--- src/rtl/jzjpcc_mmio_controller.sv ---
// Memory-mapped I/O block: NUM_PORTS output registers, synchronized inputs with
// sticky rising-edge capture, per-port interrupt mask and a registered irq.
module jzjpcc_mmio_controller #(
  parameter int NUM_PORTS   = 8,
  parameter int SYNC_STAGES = 2
) (
  input  logic                      clock,
  input  logic                      reset,
  input  logic [31:2]               busAddr,
  input  logic [31:0]               busWriteData,
  input  logic                      busWriteEnable,
  input  logic                      busReadEnable,
  output logic                      busHit,
  output logic [31:0]               busReadData,
  input  logic [NUM_PORTS-1:0][31:0] mmioInputs,
  output logic [NUM_PORTS-1:0][31:0] mmioOutputs,
  output logic                      irq
);

  // Word layout of the window, from its lowest word upward:
  // mask, edge[0..N-1], data[0..N-1]; the data block ends at the top of memory.
  localparam logic [29:0] MASK_WORD = 30'((64'd1 << 30) - 64'(2 * NUM_PORTS) - 64'd1);

  typedef logic [NUM_PORTS-1:0][31:0] port_vec_t;

  port_vec_t            sync_q [SYNC_STAGES];
  port_vec_t            sync_last;
  port_vec_t            prev_q;
  port_vec_t            edge_q;
  port_vec_t            edge_next;
  logic [NUM_PORTS-1:0] mask_q;
  logic [NUM_PORTS-1:0] edge_sel;
  logic [NUM_PORTS-1:0] data_sel;
  logic [NUM_PORTS-1:0] edge_any;
  logic                 mask_sel;
  logic                 wr;
  logic                 rd;
  logic [29:0]          offset;
  logic [31:0]          read_mux;

  // Bus strobes are single-cycle qualifiers with no back-pressure: a read or
  // write takes place on any rising edge where its enable and busHit are both 1.
  assign busHit    = (busAddr >= MASK_WORD);
  assign offset    = busAddr - MASK_WORD;
  assign wr        = busWriteEnable && busHit;
  assign rd        = busReadEnable && busHit;
  assign sync_last = sync_q[SYNC_STAGES-1];

  always_comb begin
    edge_sel  = '0;
    data_sel  = '0;
    edge_any  = '0;
    edge_next = '0;
    read_mux  = '0;
    mask_sel  = busHit && (offset == 30'd0);
    if (mask_sel) read_mux = 32'(mask_q);
    for (int i = 0; i < NUM_PORTS; i++) begin
      edge_sel[i] = busHit && (offset == 30'(i + 1));
      data_sel[i] = busHit && (offset == 30'(i + 1 + NUM_PORTS));
      edge_any[i] = |edge_q[i];
      if (edge_sel[i]) read_mux = edge_q[i];
      if (data_sel[i]) read_mux = sync_last[i];
      // Clear is applied before set so a simultaneous new edge survives.
      edge_next[i] = (edge_q[i] & ~((wr && edge_sel[i]) ? busWriteData : 32'd0))
                   | (sync_last[i] & ~prev_q[i]);
    end
  end

  always_ff @(posedge clock or negedge reset) begin
    if (!reset) begin
      for (int s = 0; s < SYNC_STAGES; s++) sync_q[s] <= '0;
      prev_q      <= '0;
      edge_q      <= '0;
      mask_q      <= '0;
      mmioOutputs <= '0;
      busReadData <= '0;
      irq         <= 1'b0;
    end else begin
      sync_q[0] <= mmioInputs;
      for (int s = 1; s < SYNC_STAGES; s++) sync_q[s] <= sync_q[s-1];
      prev_q      <= sync_last;
      edge_q      <= edge_next;
      irq         <= |(mask_q & edge_any);
      busReadData <= rd ? read_mux : 32'd0;
      if (wr && mask_sel) mask_q <= busWriteData[NUM_PORTS-1:0];
      for (int i = 0; i < NUM_PORTS; i++) begin
        if (wr && data_sel[i]) mmioOutputs[i] <= busWriteData;
      end
    end
  end

endmodule

--- config.mk ---
export PLATFORM = sky130hd
export DESIGN_NAME = jzjpcc_mmio_controller
export DESIGN_NICKNAME = d
export VERILOG_FILES = /design/src/rtl/jzjpcc_mmio_controller.sv
export SDC_FILE = /design/constraint.sdc
export NUM_CORES = 2
export LEC_CHECK = 0
export ABC_AREA = 1
export CAP_MARGIN = 20
export CORE_ASPECT_RATIO = 1.4
export CORE_UTILIZATION = 55
export CTS_CLUSTER_DIAMETER = 30
export CTS_CLUSTER_SIZE = 12
export DETAILED_ROUTE_END_ITERATION = 16
export GPL_TIMING_DRIVEN = 1
export HOLD_SLACK_MARGIN = 0.08
export PLACE_DENSITY = 0.91
export SETUP_SLACK_MARGIN = 0.1
export SLEW_MARGIN = 25
export SYNTH_ARGS = -nofsm -noshare
export SYNTH_HDL_FRONTEND = slang
export SYNTH_SLANG_ARGS = --single-unit
--- constraint.sdc ---
create_clock -name clock -period 2 [get_ports clock]
set_clock_uncertainty 0.05 [all_clocks]
set_input_delay 0.2 -clock clock [delete_from_list [all_inputs] [get_ports clock]]
set_output_delay 0.2 -clock clock [all_outputs]
set_load 0.03 [all_outputs]
==> results of run 1 <==
## logic make-up after synthesis
kind of cell | after synthesis
AND/OR/NAND/NOR | 1173
buffers and inverters | 717
flip-flops | 1321
AO/OA/AOI/OAI | 1148
## stage by stage
stage	instances	setup TNS (ps)	hold WS, ps	area [µm²]
after global placement	6318	-762610	113	58100
after detailed placement	6318	-785460	120	58100
after CTS	6921	-115840	107	68500
after floorplan	4359	-87300	-146	47400
## synth_stat cells, types with 4 or more instances
library cell / n / area [µm²]
dfrtp_1: 1321 / 33100
o21ai_0: 977 / 4890
nand2_1: 817 / 3070
inv_1: 517 / 1940
clkbuf_1: 150 / 563
nor2_1: 98 / 368
nand3_1: 83 / 415
nor4_1: 61 / 382
o21ai_1: 58 / 290
a21oi_1: 48 / 240
nand4_1: 45 / 282
o211ai_1: 35 / 263
buf_2: 20 / 100
nand3b_1: 14 / 105
o21bai_1: 14 / 105
nor3_1: 10 / 50.1
or2_2: 10 / 62.6
buf_6: 9 / 101
buf_4: 8 / 60.1
nor2_2: 8 / 50.1
inv_2: 7 / 26.3
nand2_2: 7 / 43.8
a211oi_1: 4 / 30.0
nand2_4: 4 / 45.0
nand3_2: 4 / 40.0
nor2_4: 4 / 45.0
o22ai_1: 4 / 25.0
o31ai_1: 4 / 30.0
## timing repair
item,4_1_cts
pin swaps,158
hold buffers,256
gates cloned,23
endpoints found under the setup margin,840
gates resized for setup,597
endpoints found under the hold margin,1575
buffers inserted,40
## metal layers
layer,track usage (%),overflow
met5,38.9,0
met4,70.9,18
met3,59.4,2
met2,85.8,8
met1,65.2,0
==> reports/qor.yml, run 1 <==
synth_top_family_by_area: "compound AO/OA/AOI/OAI gates"
ctsHtreeMaxLevel: 4
syn_area_um2: 46900
pin_count: 612
port_buffers: 611
rows: 126
dp_hpwl_um: 119000
synthCells: 4359
start_util_pct: 55.6
synth_seq_area_share_pct: 70.5
clockBufferDepth: 3
synth.distinct_cells: 41
async_flop_share_pct: 100
yosys_warnings: 0
synthesis.nets: 4681
gp_congestion: 1.00
cts_root_buffer: "clkbuf_16"
synth_compound_area_share_pct: 12.6
muxShareOfSynthArea_pct: 0
synthSimpleGateAreaFrac_pct: 10.8
synth_edf_count: 0
firstError: "[ERROR GRT-0232] Routing congestion too high. Check the congestion heatmap in the GUI."
synthAdderAreaFrac_pct: 0
cts.sinks: 1321
die_x_um: 249
syn_area_per_cell_um2: 10.8
status: "did not finish"
grt_max_degree: 81
synth-xor-area-share_pct: 0
overflow: 28
numCtsBuffers: 166
synth_flop_cell: "dfrtp_1"
preCtsSetupSlack_ps: -2400
grt_use_total_pct: 69.9
die_h_um: 347
synth_seq_cells: 1321
lastStage: "global routing (5_1_grt)"
==> inputs of run 2 (changes only) <==
CORE_ASPECT_RATIO = not set   (was 1.4)
CORE_UTILIZATION = 40   (was 55)
CTS_CLUSTER_DIAMETER = not set   (was 30)
CTS_CLUSTER_SIZE = not set   (was 12)
HOLD_SLACK_MARGIN = not set   (was 0.08)
PLACE_DENSITY = not set   (was 0.91)
PLACE_DENSITY_LB_ADDON = 0.15   (was not set)
SETUP_SLACK_MARGIN = not set   (was 0.1)
==> run 2 against run 1 <==
  * The flow now finishes, with violations (negative setup slack)
  * Synthesized cell count did not move
  * Synthesized area did not move
==> reports/qor.yml, run 2 <==
gp_congestion: 0.931
synth_edf_count: 0
die_area_um2: 119000
yosys_warnings: 0
pin_count: 612
async_flop_share_pct: 100
required_ps: 2590
clk_latency_ps: 760
syn_area_um2: 46900
antenna_found_initial: 24
wirelength_um: 176000
fin_hold_ws_ps: 69.8
critPathLaunchType: "input pin"
start_util_pct: 40.3
core-area_um2: 116000
grt_max_degree: 93
rows: 125
drtIter0Drc: 3272
design_area_um2: 69900
crit_arrival_ps: 3510
setup_violations: 577
violations: "negative setup slack"
clk_transition_reported_paths_ps: 60
p_per_area_nw_per_um2: 832
final_cell_mix: "1,321 x dfrtp_1, 746 x o21ai_0, 669 x nand2_1, 577 x clkdlybuf4s50_1, 501 x inv_1"
fin_ws_ps: -920
yosys-top-cells-count: "1,321 x dfrtp_1, 977 x o21ai_0, 817 x nand2_1"
wl_per_cell_um: 23.7
maxCapViolations: 0
synth_top_cell_area_share_pct: 70.5
grt_pass1_wl_um: 256000
critPathCaptureType: "register"
drt_pass1_iterations: 6
synthCells: 4359
port_buffers: 611
cts_root_buffer: "clkbuf_16"
overflow: 0
vdd_drop_max_v: 0.000813
timing_hold_violations_final: 0
r2r_setup_slack_ps: -450
synthTopCellsByArea: "dfrtp_1 71%, o21ai_0 10%, nand2_1 6.5%"
tightest_slew_ps: 591
ctsHtreeMaxLevel: 4
antenna_left: 0
syn2layout_area_growth_pct: 49.3
synth.distinct_cells: 41
clockBufferDepth: 3
cts_tree: "yes"
synth_flop_cell: "dfrtp_1"
die_h_um: 344
synth_seq_area_share_pct: 70.5
rsz0062_at_grt: "true"
synth_seq_cells: 1321
total_power_uw: 58200
worstSetupPathType: "in2reg"
syn_area_per_cell_um2: 10.8
synth_area_leader_cell: "dfrtp_1"
nFillCells: 9435
period_minus_slack_ps: 2920
cts.sinks: 1321
status: "finished, violations left"
p_leak_uw: 0.0315
drv_slew: 0
numCtsBuffers: 143
fin_crit_sh_pct: 146
synth_most_common_cell: "dfrtp_1"
timing.fmax_mhz: 342
synthesis.nets: 4681
layout.nets: 6115
grt_use_total_pct: 29.8
min_path_type: "in2reg"
layout_commonest_cell: "dfrtp_1"
route.detailed.drc: 0
dp_hpwl_um: 123000
post-route-util_pct: 60.2
critical_path_peak_fanout: 4
vias_per_cell: 5.09
post_dp_cell_area_um2: 59000
die_x_um: 344
vias: 37900
drive_gt1_share_pct: 22.6
rr_worst_depth: 15
hold_depth: 1
slew_headroom_pct: 60.6
first_global_vias: 37700
-- run 2: cell counts after synthesis --
Identical to the previous run, type by type.
-- run 2: through the flow --
step	setup slack, ps	instances	TNS [ps]
3_5_place_dp	-2510	6820	-838770
6_report	-920	7444	-98580
2_1_floorplan	-595	4359	-87300
5_1_grt	-1040	7439	-162630
4_1_cts	-918	7392	-115880
3_3_place_gp	-2620	6820	-863710
-- run 2: critical path: stages --
cell and delay, ps:
buf_12 100, nand2_8 50, nor2_4 150, inv_2 70
buf_6 120, nor3_4 190, nand3_1 120, nand2_2 80
nand2_2 50, nor2_2 80, nand2_2 90, nor2_8 160
nand3_4 110, buf_4 160, buf_6 120, buf_6 120
o21ai_2 120, nand2_1 90, o21ai_2 80, nand2_1 100
o211ai_1 130, nand3b_1 130, nand2_2 130, nand2_1 70
nand2_1 90, nand4_1 200, o21bai_1 280, a21oi_1 100
-- run 2: worst paths after layout --
path,end,from
max,busReadData[14],busAddr[10]
min,sync_q[488],mmioInputs[232]
max reg2reg,busReadData[17],sync_last[17]
min reg2reg,sync_last[160],sync_q[416]
max in group asynchronous,sync_q[385],reset
min in group asynchronous,sync_last[40],reset
-- run 2: repair_timing --
action,4_1_cts,5_1_grt
hold endpoints to repair,1338,0
setup endpoints to repair,841,790
setup buffers,56,41
hold buffers,258,0
cloned,15,4
pin swaps,226,287
resized for setup,598,322
-- run 2: power by group --
group	switching (µW)	internal, µW
clock	11200	16100
combinational	1560	1280
sequential	531	27500
total	13300	44900
-- run 2: layout make-up --
type	count	area (µm²)	area share, %
clock buffer	184	3950	5.65
inverter	527	2040	2.92
timing repair buffer	1476	14900	21.2
multi-input combinational	2323	13100	18.8
timing repair inverter	1	8.76	0.0125
sequential	1321	33100	47.3
tap	1524	1910	2.73
clock inverter	67	938	1.34
antenna	21	52.6	0.0751
-- run 2: cell families (layout without fill, tap and decap cells) --
family / Yosys count / after routing / synth area share, %
and+or+nand+nor: 1173 / 1175 / 10.8
DFF: 1321 / 1321 / 70.5
buffers and inverters: 717 / 2255 / 6.03
other: 0 / 21 / 0
AOI/OAI and AO/OA: 1148 / 1148 / 12.6
-- run 2: metal layers --
layer,share of wire (%),GRT usage (%)
met5,0.024,0
met4,4.1,12.2
met3,7.6,5.16
met2,45,45.2
met1,43,42.4
No activity file was read; power rests on OpenSTA's default activity.
